===== src/rtl/branch_resolve_ctrl.sv =====
// branch_resolve_ctrl: holds a D-stage branch until its operands are ready, resolves it and issues a one-cycle PC redirect
// Ports: clk/reset (async, active-high); d_valid, d_btype, d_target, ops_ready, d_flush, cmp_result from D stage;
// cmp_btype to the comparator; stall_d, redirect_valid/redirect_pc to F/D; busy, err_timeout, br_cnt, taken_cnt status.
module branch_resolve_ctrl #(
  parameter int MAX_WAIT = 16,
  parameter int CNT_W = 32
) (
  input  logic             clk,
  input  logic             reset,
  input  logic             d_valid,
  input  logic [2:0]       d_btype,
  input  logic [31:0]      d_target,
  input  logic             ops_ready,
  input  logic             d_flush,
  input  logic             cmp_result,
  output logic [2:0]       cmp_btype,
  output logic             stall_d,
  output logic             redirect_valid,
  output logic [31:0]      redirect_pc,
  output logic             busy,
  output logic             err_timeout,
  output logic [CNT_W-1:0] br_cnt,
  output logic [CNT_W-1:0] taken_cnt
);
  localparam logic [1:0] IDLE = 2'd0, WAIT = 2'd1, RESOLVED = 2'd2;
  logic [1:0] state, state_n;
  logic taken_q;
  logic [31:0] target_q;
  logic [7:0] wait_cnt;
  logic is_br, enter, hold, timeout, resolve;
  assign is_br = d_valid && d_btype != 3'b000;
  assign cmp_btype = is_br ? d_btype : 3'b000;
  assign enter = state == IDLE && is_br && !d_flush && !ops_ready;
  // watchdog is checked before the wait counter would advance again
  assign timeout = state == WAIT && !d_flush && !ops_ready && wait_cnt == 8'(MAX_WAIT);
  assign hold = state == WAIT && !d_flush && !ops_ready && !timeout;
  assign resolve = (state == IDLE && is_br && !d_flush && ops_ready) || (state == WAIT && !d_flush && ops_ready);
  // a branch arriving in the delay slot is held one cycle and re-evaluated from IDLE
  assign stall_d = enter || hold || (state == RESOLVED && is_br);
  assign busy = state != IDLE;
  assign redirect_valid = state == RESOLVED && taken_q && !d_flush;
  assign redirect_pc = (state == RESOLVED && taken_q) ? target_q : 32'd0;
  always_comb state_n = resolve ? RESOLVED : (enter || hold) ? WAIT : IDLE;
  always_ff @(posedge clk or posedge reset) begin
    if (reset) begin
      state <= IDLE;
      taken_q <= 1'b0;
      target_q <= 32'd0;
      wait_cnt <= 8'd0;
      err_timeout <= 1'b0;
      br_cnt <= '0;
      taken_cnt <= '0;
    end else begin
      state <= state_n;
      wait_cnt <= enter ? 8'd1 : hold ? wait_cnt + 8'd1 : 8'd0;
      if (timeout) err_timeout <= 1'b1;
      if (resolve) begin
        taken_q <= cmp_result;
        target_q <= d_target;
        br_cnt <= br_cnt + CNT_W'(br_cnt != '1);
        taken_cnt <= taken_cnt + CNT_W'(cmp_result && taken_cnt != '1);
      end
    end
  end
endmodule


===== config.mk =====
export PLATFORM = sky130hd
export DESIGN_NAME = branch_resolve_ctrl
export DESIGN_NICKNAME = d
export VERILOG_FILES = /design/src/rtl/branch_resolve_ctrl.sv
export SDC_FILE = /design/constraint.sdc
export NUM_CORES = 1
export LEC_CHECK = 0
export BUFFER_PORTS_ARGS = -buffer_cell sky130_fd_sc_hd__buf_2
export CORE_MARGIN = 5
export CORE_UTILIZATION = 45
export CTS_CLUSTER_DIAMETER = 30
export CTS_CLUSTER_SIZE = 25
export DETAILED_ROUTE_END_ITERATION = 7
export PLACE_DENSITY = 0.83
export SLEW_MARGIN = 20
export SYNTH_ARGS = -nofsm -noshare
export SYNTH_HDL_FRONTEND = slang
export SYNTH_SLANG_ARGS = --single-unit

===== constraint.sdc =====
create_clock -name clk -period 3.4 [get_ports clk]
set_input_delay 0.34 -clock clk [delete_from_list [all_inputs] [get_ports clk]]
set_output_delay 0.34 -clock clk [all_outputs]
set_load 0.005 [all_outputs]

==> impl_metrics.toml, run 1 <==
[grt]
antenna_found_initial = 0
grt_pass1_wl_mm = 19.6
grt_max_degree = 62
grt_use_total = 0.183
grt_overflow = 0
grt_pass1_vias = 4116

[drt]
routed_via_density = 5.08
initialDrtViolationCount = 196
top_layer_used = "met4"
drt-met1-wl_mm = 5.08
drc = 0
drtAntennaViolNets = 0
drt-wirelength-per-cell_um = 14.7
route.met3.wl_um = 678
vias = 4036
drt_first_pass_iters = 4
met2RoutedLength_mm = 5.78
routed_wl_mm = 11.7

[synthesis]
synth.largest_area_cell = "dfrtp_1"
yosysSeqAreaShare = 0.547
yosys.area.top_type_share = 0.547
async_flop_share = 1.00
synth.distinct_cells = 32
yosys-top-cells-area = "dfrtp_1, nand2_1, xnor2_1"
synth_flop_cell = "dfrtp_1"
yosysMostFrequentCell = "nand2_1"
synthTopCellsByCount = "nand2_1, dfrtp_1, xnor2_1, and2_1, nand3_1"
ys_warn_count = 0
ys_ff_latch = 108
syn_nets = 556
syn_area_per_cell_um2 = 9.71
syn_area_um2 = 4940
synthCells = 509
synth_edf_count = 0

[critical_path]
endpoint_kind = "register"
crit_slowest_cell = "nor4_2"
required_ns = 3.65
start_kind = "register"
worstPathMaxFanout = 7
crit_arrival_ns = 3.17
crit_path_cell_trace = "nand4_1, nor3_1, and3_1, nand4_1, and2_1, ha_1, nand3_1, or2_2, nor4_2, nand4_1, xnor2_1"
critical-path-max-stage-delay_ns = 0.66
crit_type = "reg2reg"
cp_num_buf_inv = 0
crit_family = "simple AND/OR/NAND/NOR gates"
crit_top_cell = "nand4_1"

[placement]
gp_congestion = 0.821
portBuffers = 143
pre_cts_ws_ns = 0.502
dp_hpwl_mm = 8.52

[clock_network]
clkTransAtPathRegs_ns = 0.10
cts_buffers = 9
clock-sinks = 108
htreeDepth = 3
cts_setup_buffers = 0
cts_tree = "done"
cts_resized = 0
holdBufCountCts = 0
clock_latency_ns = 0.36
max-clock-path-buffers = 2
clockRootBuffer = "clkbuf_8"

[layout]
insertedDiodeCount = 0
fill_cells = 948
nets = 696
syn2layout_area_growth_pct = 21.5
drive_above_1_share = 0.265

[floorplan]
row_count = 38
core-area_um2 = 10800
pin_count = 144
initial_core_util = 0.458
die_area_um2 = 13200
die_height_um = 115
fp.dieW_um = 115

[pwr]
p_seq_frac = 0.579
p_int_uw = 1900
ir_drop_v = 0.000260
clock_power_share = 0.310
power_uw = 2600
p_sw_uw = 700
p_leak_uw = 0.00319
p_per_area_nw_per_um2 = 432
switching_share = 0.270
combPwrFrac = 0.111

[timing]
rsz0062_at_grt = "no"
setup_ws_ns = 0.487
period_share = 0.857
slew_viol_final = 0
worstMarginPinSlew_ns = 1.01
setup_viol = 0
skew_ns = 0.00854
hold_viol_final = 0
period_minus_slack_ns = 2.91
max_slew_margin = 0.324
fmax_mhz = 343
tns_ns = 0

[worst_hold_path]
hold_class = "in2async"

[flow_run]
cap_violations = 0

[status]
outcome = "finished clean"
[layout by cell type, fill, tap and decap left out, drive strengths merged]
cell type | netlist | final
nor2 | 20 | 20
and2 | 37 | 37
nand4 | 24 | 24
nor3b | 2 | 2
nor4 | 5 | 5
bufinv | 0 | 1
xor2 | 16 | 16
and3b | 1 | 1
ha | 6 | 6
nor4b | 1 | 1
o21ai | 2 | 2
and3 | 8 | 8
or4 | 1 | 1
clkinv | 0 | 2
or3 | 4 | 4
nand2 | 144 | 144
nand3 | 29 | 29
o41ai | 1 | 1
clkinvlp | 0 | 1
xnor2 | 50 | 50
inv | 11 | 12
and4b | 1 | 1
clkbuf | 14 | 11
dfrtp | 108 | 108
a41o | 1 | 1
and4 | 3 | 3
buf | 2 | 145
or2 | 5 | 5
nor3 | 12 | 12
nor2b | 1 | 1
[power by group through the flow]
stage / clock, µW / sequential, µW / combinational, µW
floorplan: 0 / 1510 / 170
global placement: 0 / 1520 / 283
detailed placement: 0 / 1530 / 296
CTS: 822 / 1500 / 296
global route: 879 / 1520 / 337
finish: 805 / 1500 / 287
[registers in the layout (all words and copies together) (netlist names)]
| name | cells |
|---|---|
| target_q | 32 |
| wait_cnt | 8 |
| taken_q | 1 |
| taken_cnt | 32 |
| state | 2 |
| err_timeout | 1 |
| br_cnt | 32 |
[per-layer routing]
layer,global-route usage,vias to the layer above
li1,-,1948
met1,0.248,1968
met2,0.297,107
met3,0.0416,13
met4,0.0516,0
met5,0,-
[kinds of logic (layout without fill, tap and decap cells)]
group,count (synthesis),count (layout),synth area share
flops,108,108,0.547
simple gates,298,298,0.294
buf+inv,27,172,0.0208
compound gates,4,4,0.00582
xor+xnor,66,66,0.117
fa+ha+maj,6,6,0.0152
[layout make-up]
class,count,area (µm²),area share
sequential,108,2700,0.450
tap,140,175,0.0292
clock inverter,5,60.1,0.0100
multi-input combinational,374,2140,0.356
inverter,11,43.8,0.00729
timing repair buffer,145,743,0.124
clock buffer,11,141,0.0236
[stage by stage]
stage | hold WS [ns] | cell area, µm² | instances | utilization
after floorplan | 0.437 | 4940 | 509 | -
after global placement | 0.447 | 5800 | 778 | 0.538
after detailed placement | 0.454 | 5800 | 778 | 0.538
after CTS | 0.0659 | 6000 | 794 | 0.556
after global routing | 0.103 | 6000 | 794 | 0.556
final | 0.0464 | 6000 | 794 | 0.556
[worst paths after layout]
path                                from  cells after the start  slack, ns            end
min                                reset                      2       0.05   target_q[24]
min reg2reg                 target_q[28]                      2       0.47   target_q[28]
max in group asynchronous          reset                      3       2.63     br_cnt[16]
max reg2reg                taken_cnt[18]                     11       0.49  taken_cnt[29]
min in group clk            d_target[15]                      3       0.16   target_q[15]
max                        taken_cnt[18]                     11       0.49  taken_cnt[29]
No activity file was read; power rests on OpenSTA's default activity.
==> run 2: changes to the inputs <==
--- a/config.mk
+++ b/config.mk
@@ -5,7 +5,7 @@
 export SDC_FILE = /design/constraint.sdc
 export NUM_CORES = 1
 export LEC_CHECK = 0
-export BUFFER_PORTS_ARGS = -buffer_cell sky130_fd_sc_hd__buf_2
+export BUFFER_PORTS_ARGS = -buffer_cell sky130_fd_sc_hd__clkbuf_2
 export CORE_MARGIN = 5
 export CORE_UTILIZATION = 45
 export CTS_CLUSTER_DIAMETER = 30
==> run 2 against run 1 <==
Final area is 0.44% higher. Core utilization is 0.24 points higher. Non-clock buffer count did not move. Register-to-register slack got worse by 0.03 ns. Wire length is 0.30% higher. First-iteration DRC count is 20% higher. Largest cell class unchanged. Clock power up 9.9%.
==> impl_metrics.toml, run 2 (same netlist as run 1, synthesis figures left out) <==
[status]
outcome = "finished clean"

[layout]
layout_commonest_cell = "nand2_1"
drive_above_1_share = 0.263
top_regs = "br_cnt: 32 flops, taken_cnt: 32 flops, target_q: 32 flops"
syn2layout_area_growth_pct = 22.0
insertedDiodeCount = 0
design_area_um2 = 6030
layout_common_cells = "nand2_1, clkbuf_2, dfrtp_1"
nets = 696

[placement]
dpl_cell_area_um2 = 5800
pre_cts_ws_ns = 0.472
gp_congestion = 0.816
dp_hpwl_mm = 8.67
portBuffers = 143

[clock_network]
clkTransAtPathRegs_ns = 0.11
holdBufCountCts = 0
htreeDepth = 3
cts_setup_buffers = 0
cts_buffers = 9
cts_resized = 0
max-clock-path-buffers = 2
cts_tree = "done"
clock_latency_ns = 0.36
clockRootBuffer = "clkbuf_8"
clock-sinks = 108

[critical_path]
required_ns = 3.65
worstPathMaxFanout = 7
crit_arrival_ns = 3.19
start_kind = "register"
endpoint_kind = "register"
crit_type = "reg2reg"

[drt]
drt-met1-wl_mm = 5.03
drt-wirelength-per-cell_um = 14.8
drtAntennaViolNets = 0
routed_wl_mm = 11.7
routed_via_density = 5.04
top_layer_used = "met4"
initialDrtViolationCount = 235
vias = 4000
drc = 0
drt_first_pass_iters = 5
route.met3.wl_um = 635
met2RoutedLength_mm = 5.91

[floorplan]
fp.dieW_um = 115
pin_count = 144
initial_core_util = 0.458
row_count = 38
die_area_um2 = 13200
die_height_um = 115
core-area_um2 = 10800

[timing]
skew_ns = 0.00924
period_share = 0.865
rsz0062_at_grt = "no"
worstMarginPinSlew_ns = 1.00
slew_viol_final = 0
setup_viol = 0
fmax_mhz = 340
period_minus_slack_ns = 2.94
hold_viol_final = 0
setup_ws_ns = 0.458
tns_ns = 0
max_slew_margin = 0.333

[worst_hold_path]
hold_class = "in2async"

[pwr]
p_per_area_nw_per_um2 = 445
p_leak_uw = 0.00312
power_uw = 2680
ir_drop_v = 0.000208

[grt]
grt_overflow = 0
grt_pass1_wl_mm = 19.6
antenna_found_initial = 0
grt_max_degree = 67
grt_pass1_vias = 4055
grt_use_total = 0.184

[flow_run]
cap_violations = 0
-- run 2: routing by layer --
layer  global-route usage  vias up
met2                0.308      111
li1                     -     1939
met5                    0        -
met3               0.0363       14
met1                0.243     1936
met4               0.0571        0
-- run 2: worst max-delay path, stage by stage (launching register included) --
cell and delay (ns):
dfrtp_1 0.46, nand4_1 0.15, nor3_1 0.10, and3_1 0.25
nand4_1 0.10, and2_1 0.13, ha_1 0.17, nand3_1 0.10
or2_2 0.34, nor4_2 0.66, nand4_1 0.22, xnor2_1 0.16
-- run 2: report_power, final --
group | leakage (µW) | switching (µW) | internal (µW)
Sequential | 0.00144 | 102 | 1400
Combinational | 0.00157 | 163 | 128
Clock | 0.000114 | 427 | 458
-- run 2: path summary, 6_finish.rpt --
path,cells past startpoint,slack (ns),to,startpoint
max in group asynchronous,3,2.65,taken_cnt[31],reset
worst min register to register,2,0.47,target_q[15],target_q[15]
min in group clk,3,0.15,target_q[11],d_target[11]
worst max register to register,11,0.46,taken_cnt[29],taken_cnt[17]
worst max-delay path,11,0.46,taken_cnt[29],taken_cnt[17]
worst min-delay path,2,0.004,target_q[17],reset
-- run 2: layout make-up --
class / instances / area, µm²
Timing Repair Buffer: 145 / 743
Clock inverter: 3 / 68.8
Fill cell: 946 / 4760
Tap cell: 140 / 175
Sequential cell: 108 / 2700
Multi-Input combinational cell: 374 / 2140
Inverter: 11 / 43.8
Clock buffer: 13 / 159
-- run 2: through the flow --
step / util / hold WS (ns) / cells
floorplan: - / 0.437 / 509
global placement: 0.538 / 0.416 / 778
detailed placement: 0.538 / 0.425 / 778
CTS: 0.559 / 0.0114 / 794
global route: 0.559 / 0.0539 / 794
finish: 0.559 / 0.00424 / 794
==> run 3: changes to the inputs <==
--- a/config.mk
+++ b/config.mk
@@ -11,7 +11,7 @@
 export CTS_CLUSTER_DIAMETER = 30
 export CTS_CLUSTER_SIZE = 25
 export DETAILED_ROUTE_END_ITERATION = 7
-export PLACE_DENSITY = 0.83
+export PLACE_DENSITY = 0.8
 export SLEW_MARGIN = 20
 export SYNTH_ARGS = -nofsm -noshare
 export SYNTH_HDL_FRONTEND = slang
==> constraint.sdc (replaced) <==
create_clock -name clk -period 2.85 [get_ports clk]
set_input_delay 0.285 -clock clk [delete_from_list [all_inputs] [get_ports clk]]
set_output_delay 0.285 -clock clk [all_outputs]
set_load 0.005 [all_outputs]
==> run 3 against run 2 <==
Cell count up 1.3%. Final area increased by 1.5%. Global-route usage is 0.078 points higher. Clock power grew 28%. Flip-flop and latch count unchanged. Critical path type unchanged. Non-clock buffer count grew 10. Highest routed layer unchanged. Total power grew 22%.
==> impl_metrics.toml, run 3 (same netlist as run 1, synthesis figures left out) <==
[grt]
antenna_found_initial = 0
grt_pass1_vias = 4078
grt_max_degree = 47
grt_pass1_wl_mm = 19.7
grt_use_total = 0.185
grt_overflow = 0

[flow_run]
cap_violations = 0

[placement]
pre_cts_ws_ns = 0.173
gp_congestion = 0.806
dp_hpwl_mm = 8.83
portBuffers = 143

[layout]
layout_commonest_cell = "nand2_1"
fill_cells = 980
insertedDiodeCount = 0
syn2layout_area_growth_pct = 23.9
layout_common_cells = "nand2_1, clkbuf_2, dfrtp_1"
nets = 706
drive_above_1_share = 0.277
top_regs = "br_cnt: 32 flops, taken_cnt: 32 flops, target_q: 32 flops"

[pwr]
power_uw = 3280
ir_drop_v = 0.000234
p_per_area_nw_per_um2 = 536
p_leak_uw = 0.00318

[timing]
whs_ns = 0.105
rsz0062_at_grt = "no"
setup_ws_ns = 0.226
tns_ns = 0
period_share = 0.921
max_slew_margin = 0.334
skew_ns = 0.00517
slew_viol_final = 0
hold_viol_final = 0
fmax_mhz = 381
period_minus_slack_ns = 2.62
setup_viol = 0
worstMarginPinSlew_ns = 0.999

[critical_path]
required_ns = 3.13
critical-path-max-stage-delay_ns = 0.46
endpoint_kind = "register"
crit_arrival_ns = 2.90
crit_top_cell = "nand4_1"
crit_slowest_cell = "dfrtp_1"
crit_type = "reg2reg"
worstPathMaxFanout = 7
crit_path_cell_trace = "nand4_1, nor3_2, and3_1, nand4_1, and2_1, ha_1, ha_1, nand3_1, nor2_1, and4b_1, nand4_1, xnor2_1"
start_kind = "register"

[drt]
vias = 4017
routed_via_density = 5.00
initialDrtViolationCount = 265
drt_first_pass_iters = 4
drtAntennaViolNets = 0
routed_wl_mm = 11.8
drc = 0
drt-wirelength-per-cell_um = 14.7

[floorplan]
die_height_um = 115
pin_count = 144
fp.dieW_um = 115
row_count = 38
core-area_um2 = 10800
die_area_um2 = 13200
initial_core_util = 0.458

[clock_network]
clock-sinks = 108
clock_latency_ns = 0.36
cts_tree = "done"
cts_buffers = 9
htreeDepth = 3
max-clock-path-buffers = 2
clkTransAtPathRegs_ns = 0.10
clockRootBuffer = "clkbuf_8"
cts_setup_buffers = 0

[status]
outcome = "finished clean"

[worst_hold_path]
hold_class = "in2reg"
## run 3: critical path: cells and delay by family (launching register included)
| family | cells | cell delay (ns) |
|---|---|---|
| adders and majority gates | 2 | 0.42 |
| xor gates and xnor gates | 1 | 0.14 |
| and+or+nand+nor | 9 | 1.51 |
| DFF | 1 | 0.46 |
## run 3: repair_timing
| item | CTS | global route |
|---|---|---|
| hold endpoints to repair | 20 | 0 |
| gates resized for setup | 0 | 1 |
| hold buffers | 1 | 0 |
| setup endpoints to repair | 0 | 7 |
## run 3: cell type report
type / instances / area, µm² / share of cell area
flip-flops and latches: 108 / 2700 / 0.441
clock buffers: 10 / 138 / 0.0225
clock inverters: 6 / 111 / 0.0182
repair buffers: 155 / 808 / 0.132
well taps: 140 / 175 / 0.0286
multi-input cells: 374 / 2140 / 0.350
inverters: 11 / 45.0 / 0.00736
## run 3: stage by stage
step            util  instance area (µm²)  instances
2_1_floorplan      -                 4950        509
3_3_place_gp   0.543                 5860        787
3_5_place_dp   0.543                 5860        787
4_1_cts        0.567                 6120        804
5_1_grt        0.567                 6120        804
6_report       0.567                 6120        804
## run 3: power breakdown
part	total [µW]	switching, µW	internal, µW	leakage, µW
Clock	1130	523	608	0.000122
Combinational	357	200	157	0.00161
Sequential	1800	119	1680	0.00144
## run 3: final timing paths
path | startpoint | end | slack [ns] | depth (start not counted)
worst min-delay path | d_target[16] | target_q[16] | 0.10 | 3
max in group asynchronous | reset | target_q[21] | 1.44 | 4
worst max register to register | taken_cnt[17] | taken_cnt[20] | 0.23 | 12
min in group asynchronous | reset | taken_cnt[7] | 0.48 | 3
worst max-delay path | taken_cnt[17] | taken_cnt[20] | 0.23 | 12
worst min register to register | target_q[12] | target_q[12] | 0.47 | 2
## run 3: per-layer routing
layer / up-vias / global-route usage / wire length, µm / part of all wire
met1: 1908 / 0.246 / 5050 / 0.43
met2: 134 / 0.298 / 5760 / 0.49
met4: 0 / 0.0673 / 178 / 0.015
met5: - / 0 / 0 / 0
li1: 1961 / - / - / -
met3: 14 / 0.0421 / 846 / 0.071
